**src/rtl/mem_port_arbiter.sv**
```systemverilog
// Arbiter sharing one single-port synchronous RAM between instruction fetch and
// the LDR/STR data path, routing read data back by a latency-matched tag pipeline.
module mem_port_arbiter #(
  parameter int ADDR_W     = 11,
  parameter int RAM_LAT    = 2,
  parameter int MAX_STARVE = 4
) (
  input  logic              clk,
  input  logic              rst_n,

  input  logic              if_req,
  input  logic [ADDR_W-1:0] if_addr,
  input  logic              if_flush,
  output logic              if_gnt,
  output logic              if_rvalid,
  output logic [31:0]       if_rdata,

  input  logic              d_req,
  input  logic              d_we,
  input  logic [ADDR_W-1:0] d_addr,
  input  logic [31:0]       d_wdata,
  output logic              d_gnt,
  output logic              d_rvalid,
  output logic [31:0]       d_rdata,

  output logic [ADDR_W-1:0] ram_addr,
  output logic [31:0]       ram_wdata,
  output logic              ram_wren,
  input  logic [31:0]       ram_rdata
);

  localparam int STARVE_W = $clog2(MAX_STARVE + 1);
  localparam logic [STARVE_W-1:0] STARVE_MAX = STARVE_W'(MAX_STARVE);

  logic [STARVE_W-1:0] starve_q, starve_d;
  logic [RAM_LAT-1:0]  tagValid_q, tagValid_d;
  logic [RAM_LAT-1:0]  tagOwner_q, tagOwner_d;
  logic                fetchWins;

  // Data wins conflicts unless fetch has been denied MAX_STARVE cycles in a row.
  always_comb begin
    fetchWins = if_req & (~d_req | (starve_q == STARVE_MAX));
    if_gnt    = rst_n & fetchWins;
    d_gnt     = rst_n & d_req & ~fetchWins;
  end

  always_comb begin
    ram_addr  = '0;
    ram_wdata = '0;
    ram_wren  = 1'b0;
    if (if_gnt) begin
      ram_addr = if_addr;
    end else if (d_gnt) begin
      ram_addr  = d_addr;
      ram_wdata = d_wdata;
      ram_wren  = d_we;
    end
  end

  always_comb begin
    starve_d = '0;
    if (if_req && !if_gnt) begin
      starve_d = (starve_q == STARVE_MAX) ? starve_q : starve_q + STARVE_W'(1);
    end
  end

  // Flush kills fetch tags already in flight; the tag entering stage 0 this cycle survives.
  always_comb begin
    tagValid_d    = '0;
    tagOwner_d    = '0;
    tagValid_d[0] = if_gnt | (d_gnt & ~d_we);
    tagOwner_d[0] = d_gnt;
    for (int i = 1; i < RAM_LAT; i++) begin
      tagValid_d[i] = tagValid_q[i-1] & ~(if_flush & ~tagOwner_q[i-1]);
      tagOwner_d[i] = tagOwner_q[i-1];
    end
  end

  always_ff @(posedge clk or negedge rst_n) begin
    if (!rst_n) begin
      starve_q   <= '0;
      tagValid_q <= '0;
      tagOwner_q <= '0;
    end else begin
      starve_q   <= starve_d;
      tagValid_q <= tagValid_d;
      tagOwner_q <= tagOwner_d;
    end
  end

  always_comb begin
    if_rvalid = tagValid_q[RAM_LAT-1] & ~tagOwner_q[RAM_LAT-1] & ~if_flush;
    d_rvalid  = tagValid_q[RAM_LAT-1] &  tagOwner_q[RAM_LAT-1];
    if_rdata  = ram_rdata;
    d_rdata   = ram_rdata;
  end

endmodule

```
**config.mk**
```make
export PLATFORM = sky130hd
export DESIGN_NAME = mem_port_arbiter
export DESIGN_NICKNAME = d
export VERILOG_FILES = /design/src/rtl/mem_port_arbiter.sv
export SDC_FILE = /design/constraint.sdc
export NUM_CORES = 1
export LEC_CHECK = 0
export ABC_AREA = 1
export CORE_ASPECT_RATIO = 0.7
export CORE_MARGIN = 3
export CORE_UTILIZATION = 25
export CTS_CLUSTER_DIAMETER = 100
export CTS_CLUSTER_SIZE = 40
export DETAILED_ROUTE_END_ITERATION = 12
export PLACE_DENSITY = 0.87
export SLEW_MARGIN = 20
export SYNTH_ARGS = -nofsm -noshare
export SYNTH_HDL_FRONTEND = slang
export SYNTH_SLANG_ARGS = --single-unit
```
**constraint.sdc**
```tcl
create_clock -name clk -period 2.9 [get_ports clk]
set_input_delay 0.725 -clock clk [delete_from_list [all_inputs] [get_ports clk]]
set_output_delay 0.725 -clock clk [all_outputs]
set_load 0.005 [all_outputs]
```
**Yosys cells after proc, flatten, opt, wreduce, memory -nomap -nowiden**

Cells that the tools add are included.

- Bits in registers: 7
- Logic and storage cells: 35
- Bits of input ports: 92

- Add/sub/neg operators: 1
- Muxes and demuxes: 8
- Reductions and logical operators: 2
- Equality and inequality tests: 2
- Bitwise operators: 19

Operators by type and width:

| cell | count |
|---|---|
| $mux W32 | 2 |
| $mux W11 | 2 |
| $and A1 B1 Y1 | 10 |
| $not A1 Y1 | 7 |
| $mux W3 | 2 |
| $add A3 B1 Y3 const B | 1 |
| $eq A3 B3 Y1 const B | 1 |
| $mux W1 | 2 |
| $ne A2 B2 Y1 const B | 1 |
| $or A1 B1 Y1 | 2 |
| $logic_and A1 B1 Y1 | 1 |
| $logic_not A1 Y1 | 1 |

**Depth between registers and ports, before layout**

- Depth after elaboration: 7
- Depth in mapped cells: 8
- Depth with buffers taken out: 7

**Worst setup path after synthesis**

OpenSTA, ideal clock, no wires.

- Path type: in2out
- Start point: in rst_n
- End point: out ram_wdata[22]
- Buffers on the path: 1
- Path slack: 0.970 ns
- Arrival time: 1.205 ns
- Cell stages on the path: 5
- Path through: nand2_1 > inv_1 > nand2_4 > buf_6 > nor2_1

- Word-level cells in the longest chain between the ends: 4
- Elaborated cells on any way between the ends: 5
- Classes of those cells: 2 x mux; 3 x bitwise

RTL lines:

| item | line | source |
|---|---|---|
| start: declaration | 9 | `input logic rst_n,` |
| $and A1 B1 Y1 (2 in series) | 44 | `d_gnt = rst_n & d_req & ~fetchWins;` |
| $mux W32 | 53 | `end else if (d_gnt) begin` |
| $mux W32 * | 51 | `if (if_gnt) begin` |
| end: declaration | 27 | `output logic [31:0] ram_wdata,` |

Mark *: on every way between the ends. The rest lies on a longest branch, timed or not.

**Worst setup path in the final report**

- Start point: in d_req
- End point: out ram_addr[3]

- Word-level cells in the longest chain between the ends: 7
- Elaborated cells on any way between the ends: 9
- Classes of those cells: 2 x mux; 7 x bitwise

RTL lines:

| item | line | source |
|---|---|---|
| start: declaration | 18 | `input logic d_req,` |
| $not A1 Y1 | 42 | `fetchWins = if_req & (~d_req \| (starve_q == STARVE_MAX));` |
| $or A1 B1 Y1 | 42 |  |
| $and A1 B1 Y1 | 42 |  |
| $not A1 Y1 | 44 |  |
| $and A1 B1 Y1 | 44 |  |
| $mux W11 | 53 |  |
| $mux W11 * | 51 |  |
| end: declaration | 26 | `output logic [ADDR_W-1:0] ram_addr,` |

Marks and branches as above.

==> results.py <==
metrics = {
    "yosys": {
        "ys_ff_latch": 7,
        "synth_cells": 210,
        "synth-edff-count": 0,
        "async_flop_share_pct": 100,
        "yosysUniqueCellTypes": 18,
        "seq_area_frac_synth_pct": 13.1,
        "syn_area_mm2": 0.00133,
        "syn-num-nets": 304,
        "yosys_most_used_dff": "dfrtp_1",
        "yosysWarnings": 0,
        "syn_avg_cell_area_um2": 6.35,
    },
    "cts": {
        "clk_latency_ns": 0.22,
        "cts_sinks": 7,
        "root_buffer": "clkbuf_8",
        "cts_made_buffers": 3,
        "clkTransAtPathRegs_ns": 0.04,
        "clock_path_buffers": 2,
        "cts_max_level": 1,
        "cts_tree": "built",
    },
    "cells_and_area": {
        "nets": 353,
        "final_util_pct": 43.3,
        "syn2layout_area_growth_pct": 61.2,
        "drive_above_1_share_pct": 10.9,
        "n_antenna_cell": 0,
    },
    "drt": {
        "num_vias": 1339,
        "dr_wl_met3_um": 666,
        "route.met2.wl_mm": 2.06,
        "drt_iter0_drc": 28,
        "drt_pass1_iterations": 4,
        "wl_met1_mm": 1.53,
        "avgRoutedWirePerCell_um": 13.2,
        "finalWirelength_mm": 4.30,
        "top_layer": "met4",
        "viasPerCell": 4.09,
        "remaining_drc_errors": 0,
        "antenna_left": 0,
    },
    "die": {
        "die_area_mm2": 0.00626,
        "die-width_um": 93.3,
        "rows": 21,
        "start_util_pct": 26.8,
        "ios": 204,
        "core_mm2": 0.00497,
        "die_h_um": 67.1,
    },
    "critical_path": {
        "endpoint": "ram_addr[3]",
        "critPathRequiredTime_ns": 2.17,
        "cp_max_fo": 5,
        "r2r_cells": 8,
        "crit_type": "input port to primary output",
        "startpoint_type": "input port",
        "crit_start": "d_req",
        "r2r_end": "starve_q[0]$_DFFE_PN0P_",
        "r2r_start": "starve_q[0]$_DFFE_PN0P_",
        "cp.arrival_ns": 2.09,
        "r2r_slack_ns": 1.42,
        "cp-end-kind": "primary output",
    },
    "hold_path": {
        "min_path_type": "flip-flop to flip-flop",
    },
    "power_and_ir_drop": {
        "leakage_nw": 1.03,
        "powerDensity_mw_per_mm2": 237,
        "pwr-share-seq_pct": 22.1,
        "power_frac_clock_pct": 26.2,
        "comb_power_share_pct": 51.7,
        "p_sw_mw": 0.144,
        "worst_ir_drop_vdd_mv": 0.119,
        "p_int_mw": 0.364,
        "power_switching_share_pct": 28.4,
    },
    "placed_design": {
        "place_congestion": 0.656,
        "io_buffers": 107,
        "dp_hpwl_mm": 3.32,
    },
    "global_route": {
        "grt_pass1_wl_mm": 6.64,
        "antenna_found_initial": 0,
        "grt_overflow": 0,
        "grt_start_max_net_pins": 20,
        "track_usage_pct": 13.5,
        "grt_pass1_vias": 1390,
    },
    "timing": {
        "setup_viol": 0,
        "clock_skew_ns": 0.000458,
        "worstMarginPinSlew_ns": 0.254,
        "whs_ns": 0.371,
        "finalSetupTns_ns": 0,
        "slew_headroom_pct": 83.1,
        "hold_viol": 0,
        "max_freq_ghz": 0.355,
        "rsz0062_at_grt": "no",
        "final_max_slew_viol_count": 0,
        "finalCritPeriodShare_pct": 97.2,
        "min_period_ns": 2.82,
    },
    "run": {
        "maxCapViolations": 0,
    },
    "run_status": {
        "outcome": "complete, no violations",
    },
}
## critical path, cell delays in order
cell	delay, ns
dlygate4sd2_1	0.27
nand2_2	0.11
inv_6	0.11
bufbuf_16	0.26
nand3_1	0.07
nand2_1	0.06
clkdlybuf4s50_1	0.49
## layer usage
metal / global-route usage, % / up-vias
li1: - / 653
met3: 8.80 / 12
met4: 3.66 / 0
met1: 14.1 / 569
met2: 22.4 / 105
met5: 0 / -
## synthesized netlist by cell type, types with 3 or more instances
cell,n,area (µm²)
nand3_1,12,60.1
inv_1,42,158
buf_2,3,15.0
dfrtp_1,7,175
buf_6,3,33.8
nand2_1,17,63.8
nor2_1,28,105
nand4_1,11,68.8
nand2_4,3,33.8
nor2_2,10,62.6
buf_4,65,488
## logic make-up after synthesis
kind of cell | Yosys count | share of synthesized area (%)
buffers and inverters | 114 | 52.4
AND/OR/NAND/NOR | 83 | 30.6
flip-flops | 7 | 13.1
AO/OA/AOI/OAI | 3 | 1.31
adder cells (fa/ha/maj) | 2 | 1.88
XOR/XNOR | 1 | 0.657
## power by group through the flow
stage	Sequential, mW	Combinational (mW)	Clock [mW]
2_1_floorplan	0.113	0.159	0
3_3_place_gp	0.113	0.239	0
3_5_place_dp	0.114	0.243	0
4_1_cts	0.112	0.268	0.136
5_1_grt	0.114	0.290	0.143
6_report	0.112	0.263	0.133
## state kept, by name, summed over array words and instances, names as in the netlist
signal	count
tagOwner_q	2
tagValid_q	2
starve_q	3
## cell type report
type | instances | area [µm²]
Tap cell | 69 | 86.3
Fill cell | 493 | 2820
Clock buffer | 4 | 45.0
Sequential cell | 7 | 175
Multi-Input combinational cell | 90 | 499
Timing Repair Buffer | 115 | 1180
Inverter | 42 | 163
## metrics by stage
| stage | power (mW) | worst slack (ns) | area (µm²) | instances |
|---|---|---|---|---|
| after floorplan | 0.271 | 0.970 | 1330 | 210 |
| after global placement | 0.352 | -0.221 | 1990 | 320 |
| after detailed placement | 0.357 | -0.228 | 1990 | 320 |
| after CTS | 0.516 | 0.0772 | 2150 | 327 |
| after global routing | 0.547 | 0.0102 | 2150 | 327 |
| final | 0.508 | 0.0821 | 2150 | 327 |
## cells in the final DEF (no fill, tap or decap)
master and instances:
nand4_1 11, inv_1 41, xor2_1 1, ha_1 2, nand3_1 12, dfrtp_1 7, clkbuf_1 1, buf_4 3
bufbuf_16 1, dlygate4sd2_1 3, nand2_1 16, inv_6 1, buf_8 1, buf_12 1, nand2_4 1, clkdlybuf4s50_1 104
nor2_1 28, nand2_8 3, buf_6 2, nor3b_1 1, o21ai_0 2, nand2_2 2, clkbuf_8 3, nor2_2 10
a21boi_0 1
## what timing repair did
| item | 4_1_cts | 5_1_grt |
|---|---|---|
| buffers inserted | 1 | 0 |
| setup endpoints to repair | 46 | 0 |
| hold buffers | 0 | 0 |
| resized for setup | 14 | 0 |
## worst min path at each step
stage	start	to	slack, ns	cells after the start
2_1_floorplan	tagOwner_q[0]$_DFF_PN0_	tagOwner_q[1]$_DFF_PN0_	0.35	0
3_3_place_gp	tagOwner_q[0]$_DFF_PN0_	tagOwner_q[1]$_DFF_PN0_	0.36	0
3_5_place_dp	tagOwner_q[0]$_DFF_PN0_	tagOwner_q[1]$_DFF_PN0_	0.36	0
4_1_cts	tagOwner_q[0]$_DFF_PN0_	tagOwner_q[1]$_DFF_PN0_	0.37	0
5_1_grt	tagOwner_q[0]$_DFF_PN0_	tagOwner_q[1]$_DFF_PN0_	0.38	0
6_report	tagOwner_q[0]$_DFF_PN0_	tagOwner_q[1]$_DFF_PN0_	0.37	0
Note: power is estimated with default switching activity, not from simulation.
==> RTL edit 1 (same flow settings) <==
`MAX_STARVE`: 4 -> 2.
--- a/src/rtl/mem_port_arbiter.sv
+++ b/src/rtl/mem_port_arbiter.sv
@@ -5,3 +5,3 @@
   parameter int RAM_LAT    = 2,
-  parameter int MAX_STARVE = 4
+  parameter int MAX_STARVE = 2
 ) (
Check against the original RTL: not equivalent (Yosys sat finds a counterexample within 4 cycles, from zero or initial values and one cycle with rst_n low).
==> RTL edit 1 against the original RTL <==
Design area shrank 7.8%; sequential cell count down 1; total power down 12%; routed wire length shrank 13%; maximum frequency grew 4.6%; synthesized area decreased by 5.1%; sequential power is 15% lower; setup slack better by 0.12 ns; critical path type unchanged.
==> RTL edit 1: results (changes against the original RTL) <==
outcome=finished clean (unchanged); total number of vias=1221 (was 1339); violation count after the first detailed-route iteration=18 (was 28); peak supply drop=0.000110 V (was 0.000119 V); total global-route track usage=0.118 (was 0.135); arrival time of the worst setup path=1.97 ns (was 2.09 ns); H-tree levels=1 (unchanged); WL per Instance=11.8 µm (was 13.2 µm); final HPWL from detailed placement=3150 µm (was 3320 µm); relative slew slack=0.858 (was 0.831); Final Skew=0.00113 ns (was 0.000458 ns); wire length of the first global-routing pass=5780 µm (was 6640 µm); distinct cell type count of the synthesized netlist=22 (was 18); Filler cells=519 (was 493); top cells by area, synth=sky130_fd_sc_hd__buf_4, sky130_fd_sc_hd__dfrtp_1, sky130_fd_sc_hd__inv_1 (unchanged); net count of the mapped netlist=296 (was 304); top flop regs=starve_q x2, tagOwner_q x2, tagValid_q x2 (was starve_q x3, tagOwner_q x2, tagValid_q x2); final estimated routing congestion in global placement=0.781 (was 0.656); diodes inserted=0 (unchanged); placed instance count=312 (was 320); Seq/Total Area, Yosys=0.119 (was 0.131); Mean Syn Cell Area=6.23 µm² (was 6.35 µm²); critical path peak fanout=11 (was 5); maximum number of pins on one net before global-route repair=34 (was 20); Post-Route WL=3750 µm (was 4300 µm); setup ws final=0.206 ns (was 0.0821 ns); leading cell types by count after synthesis=sky130_fd_sc_hd__buf_4, sky130_fd_sc_hd__inv_1, sky130_fd_sc_hd__nor2_1 (unchanged)
==> RTL edit 1: cell count changes in the layout (fill, tap and decap cells not counted), sizes merged, moves of 2 or more <==
cell           change
buf                +3
o21ai              -2
clkdlybuf4s50     -38
dlygate4sd2       +37
nand2              -6
==> RTL edit 1: final timing paths <==
check	to	depth (start not counted)
worst max-delay path	ram_addr[4]	6
worst min-delay path	tagOwner_q[1]	0
worst max register to register	tagOwner_q[0]	9
worst min register to register	tagOwner_q[1]	0
max in group asynchronous	tagValid_q[0]	2
min in group asynchronous	tagValid_q[1]	2
==> RTL edit 1: what timing repair did <==
| action | 4_1_cts | 5_1_grt |
|---|---|---|
| pin swaps | 1 | 0 |
| endpoints found under the setup margin | 46 | 6 |
| resized for setup | 40 | 2 |
| setup buffers | 2 | 0 |
==> RTL edit 1: critical path, stage by stage <==
cell,delay [ns]
sky130_fd_sc_hd__dlygate4sd2_1,0.27
sky130_fd_sc_hd__nand2_2,0.11
sky130_fd_sc_hd__buf_4,0.17
sky130_fd_sc_hd__nand4_1,0.11
sky130_fd_sc_hd__nand2_1,0.09
sky130_fd_sc_hd__clkdlybuf4s50_1,0.49
==> RTL edit 1: power by group <==
group	switching [µW]	internal [µW]
Clock	37.4	89.3
Combinational	86.2	141
Sequential	3.47	91.6
==> RTL edit 1: final cells by class <==
| type | instances | share of cell area |
|---|---|---|
| inverter | 42 | 0.0796 |
| multi-input combinational | 83 | 0.207 |
| timing repair buffer | 117 | 0.575 |
| sequential | 6 | 0.0758 |
| clock buffer | 3 | 0.0208 |
| tap | 66 | 0.0417 |
==> RTL edit 1: kinds of logic (layout without fill, tap and decap cells) <==
group           count (synthesis)  after routing  synth area share
fa+ha+maj                       1              1           0.00989
flops                           6              6             0.119
simple gates                   77             77             0.286
xor+xnor                        1              1           0.00693
buf+inv                       114            162             0.558
compound gates                  4              4            0.0208
==> RTL edit 1: per-stage QoR <==
stage,hold WS [ns],cell area (µm²),power [µW]
after floorplan,0.354,1260,249
after global placement,0.359,1970,335
after detailed placement,0.361,1970,340
after CTS,0.369,1970,455
after global routing,0.382,1980,478
final,0.368,1980,449
==> RTL edit 1: layer usage <==
| layer | GRT usage | share of wire |
|---|---|---|
| met5 | 0 | 0 |
| met4 | 0.0508 | 0.016 |
| met3 | 0.0641 | 0.12 |
| met2 | 0.192 | 0.48 |
| met1 | 0.129 | 0.38 |
==> RTL edit 2 (same settings) <==
Without the edit above. Make the reset (`rst_n`) synchronous in one clocked block.
--- a/src/rtl/mem_port_arbiter.sv
+++ b/src/rtl/mem_port_arbiter.sv
@@ -78,3 +78,3 @@
 
-  always_ff @(posedge clk or negedge rst_n) begin
+  always_ff @(posedge clk) begin
     if (!rst_n) begin
Formal check against the unedited RTL: differs if rst_n is asserted again (counterexample within 4 cycles, from zero or initial values and one cycle with rst_n low); with rst_n held inactive, the same outputs for 10 cycles.
==> RTL edit 2 against the original RTL <==
Design area down 6.1%; sequential cell count unchanged; highest routed layer unchanged; synthesized area down 4.4%; maximum frequency up 3.3%; routed wire length down 6.4%; sequential share of layout area down 1.2 points; total power down 13%; critical endpoint is now ram_addr[0]; worst hold slack better by 0.068 ns; setup slack better by 0.090 ns; first-iteration DRC count down 29%; clock skew up 0.0017 ns.
==> RTL edit 2: results (changes against the original RTL) <==
top flop regs=starve_q x3, tagOwner_q x2, tagValid_q x2 (unchanged); slowest CP cell=sky130_fd_sc_hd__clkdlybuf4s50_1 (unchanged); relative slew slack=0.851 (was 0.831); maximum number of pins on one net before global-route repair=19 (was 20); diodes inserted=0 (unchanged); H-tree levels=1 (unchanged); Max Slew Vio Count=0 (unchanged); nets@finish=353 (unchanged); Reg clk slew, reported paths=0.04 ns (about the same); Port Buffers=107 (unchanged); layout cells sized above 1=0.0659 (was 0.109); top cells by area, synth=sky130_fd_sc_hd__buf_4, sky130_fd_sc_hd__inv_1, sky130_fd_sc_hd__dfxtp_1 (was sky130_fd_sc_hd__buf_4, sky130_fd_sc_hd__dfrtp_1, sky130_fd_sc_hd__inv_1); Seq/Total Area, Yosys=0.110 (was 0.131); Post-Route WL=4030 µm (was 4300 µm); peak supply drop=0.000149 V (was 0.000119 V); final HPWL from detailed placement=3260 µm (was 3320 µm); Clock Latency Late Sink=0.22 ns (about the same); vias in the first global route=1264 (was 1390); clk root buf=sky130_fd_sc_hd__clkbuf_8 (unchanged); wire length of the first global-routing pass=5980 µm (was 6640 µm); WL per Instance=12.3 µm (was 13.2 µm); post-synthesis instance total=213 (was 210); TritonCTS buffer count=3 (unchanged); FFs w/ async S/R, synth=0 (was 1.00); placed instance count=322 (was 320); leading register cell type out of synthesis=sky130_fd_sc_hd__dfxtp_1 (was sky130_fd_sc_hd__dfrtp_1); final estimated routing congestion in global placement=0.705 (was 0.656); Max stage delay on crit path=0.51 ns (was 0.49 ns); final sum of negative setup slack=0 ns (unchanged); distinct cell type count of the synthesized netlist=15 (was 18); First-pass DRT Iterations=4 (unchanged); leading cell types by count after synthesis=sky130_fd_sc_hd__buf_4, sky130_fd_sc_hd__inv_1, sky130_fd_sc_hd__nor2_1 (unchanged); total global-route track usage=0.125 (was 0.135); worst hold path class=flop to flop (unchanged); arrival time of the worst setup path=2.00 ns (was 2.09 ns); vias per cell=3.97 (was 4.09); worst slack at placement=-0.156 ns (was -0.228 ns); outcome=finished clean (unchanged); Final Skew=0.00212 ns (was 0.000458 ns); critical path peak fanout=11 (was 5); antenna violations before repair=0 (unchanged); largest buffer count on any clock path=2 (unchanged); Synth warnings=0 (unchanged); net count of the mapped netlist=307 (was 304); violation count after the first detailed-route iteration=20 (was 28); static leakage=0.000982 µW (was 0.00103 µW)
RTL edit 2: worst paths after layout:
path         cells past startpoint  slack [ns]       endpoint           from
min reg2reg                      2        0.44  tagOwner_q[1]  tagOwner_q[0]
max                              6        0.17    ram_addr[0]         if_req
min                              2        0.44  tagOwner_q[1]  tagOwner_q[0]
max reg2reg                      6        1.69  tagValid_q[0]    starve_q[0]
RTL edit 2: layout make-up:
type	count	area, µm²
repair buffers	111	1120
well taps	69	86.3
flip-flops and latches	7	140
clock buffers	3	41.3
fillers	504	2820
inverters	44	170
multi-input cells	92	454
clock inverters	1	5.00
RTL edit 2: where the power goes:
| group | switching (µW) | internal [µW] | leakage [µW] |
|---|---|---|---|
| combinational | 67.1 | 136 | 0.000899 |
| sequential | 1.89 | 100 | 0.0000573 |
| clock | 41.4 | 92.9 | 0.0000255 |
| total | 110 | 330 | 0.000982 |
RTL edit 2: timing repair:
action,4_1_cts,5_1_grt
endpoints found under the setup margin,46,0
resized for setup,11,0
setup buffers,0,0
hold buffers,0,0
RTL edit 2: metal layers:
| layer | up-vias | track usage | share of wire |
|---|---|---|---|
| met4 | 0 | 0.0376 | 0.016 |
| met1 | 539 | 0.134 | 0.36 |
| li1 | 647 | - | - |
| met5 | - | 0 | 0 |
| met3 | 11 | 0.0778 | 0.15 |
| met2 | 100 | 0.207 | 0.48 |
RTL edit 2: metrics by stage:
step / cell area, µm² / power [µW]
final: 2020 / 440
after global routing: 2020 / 466
after CTS: 2020 / 447
after detailed placement: 1930 / 304
after global placement: 1930 / 301
after floorplan: 1270 / 232
RTL edit 2: cell families after synthesis:
family                     after synthesis  share of synthesized area
AOI/OAI and AO/OA                        1                    0.00393
DFF                                      7                      0.110
xor gates and xnor gates                 1                    0.00688
adders and majority gates                2                     0.0196
buffers and inverters                  115                      0.561
and+or+nand+nor                         87                      0.299
RTL edit 2: critical path, delay by kind of cell:
| kind | cells | cell delay [ns] |
|---|---|---|
| buffers and inverters | 3 | 0.96 |
| and+or+nand+nor | 3 | 0.31 |
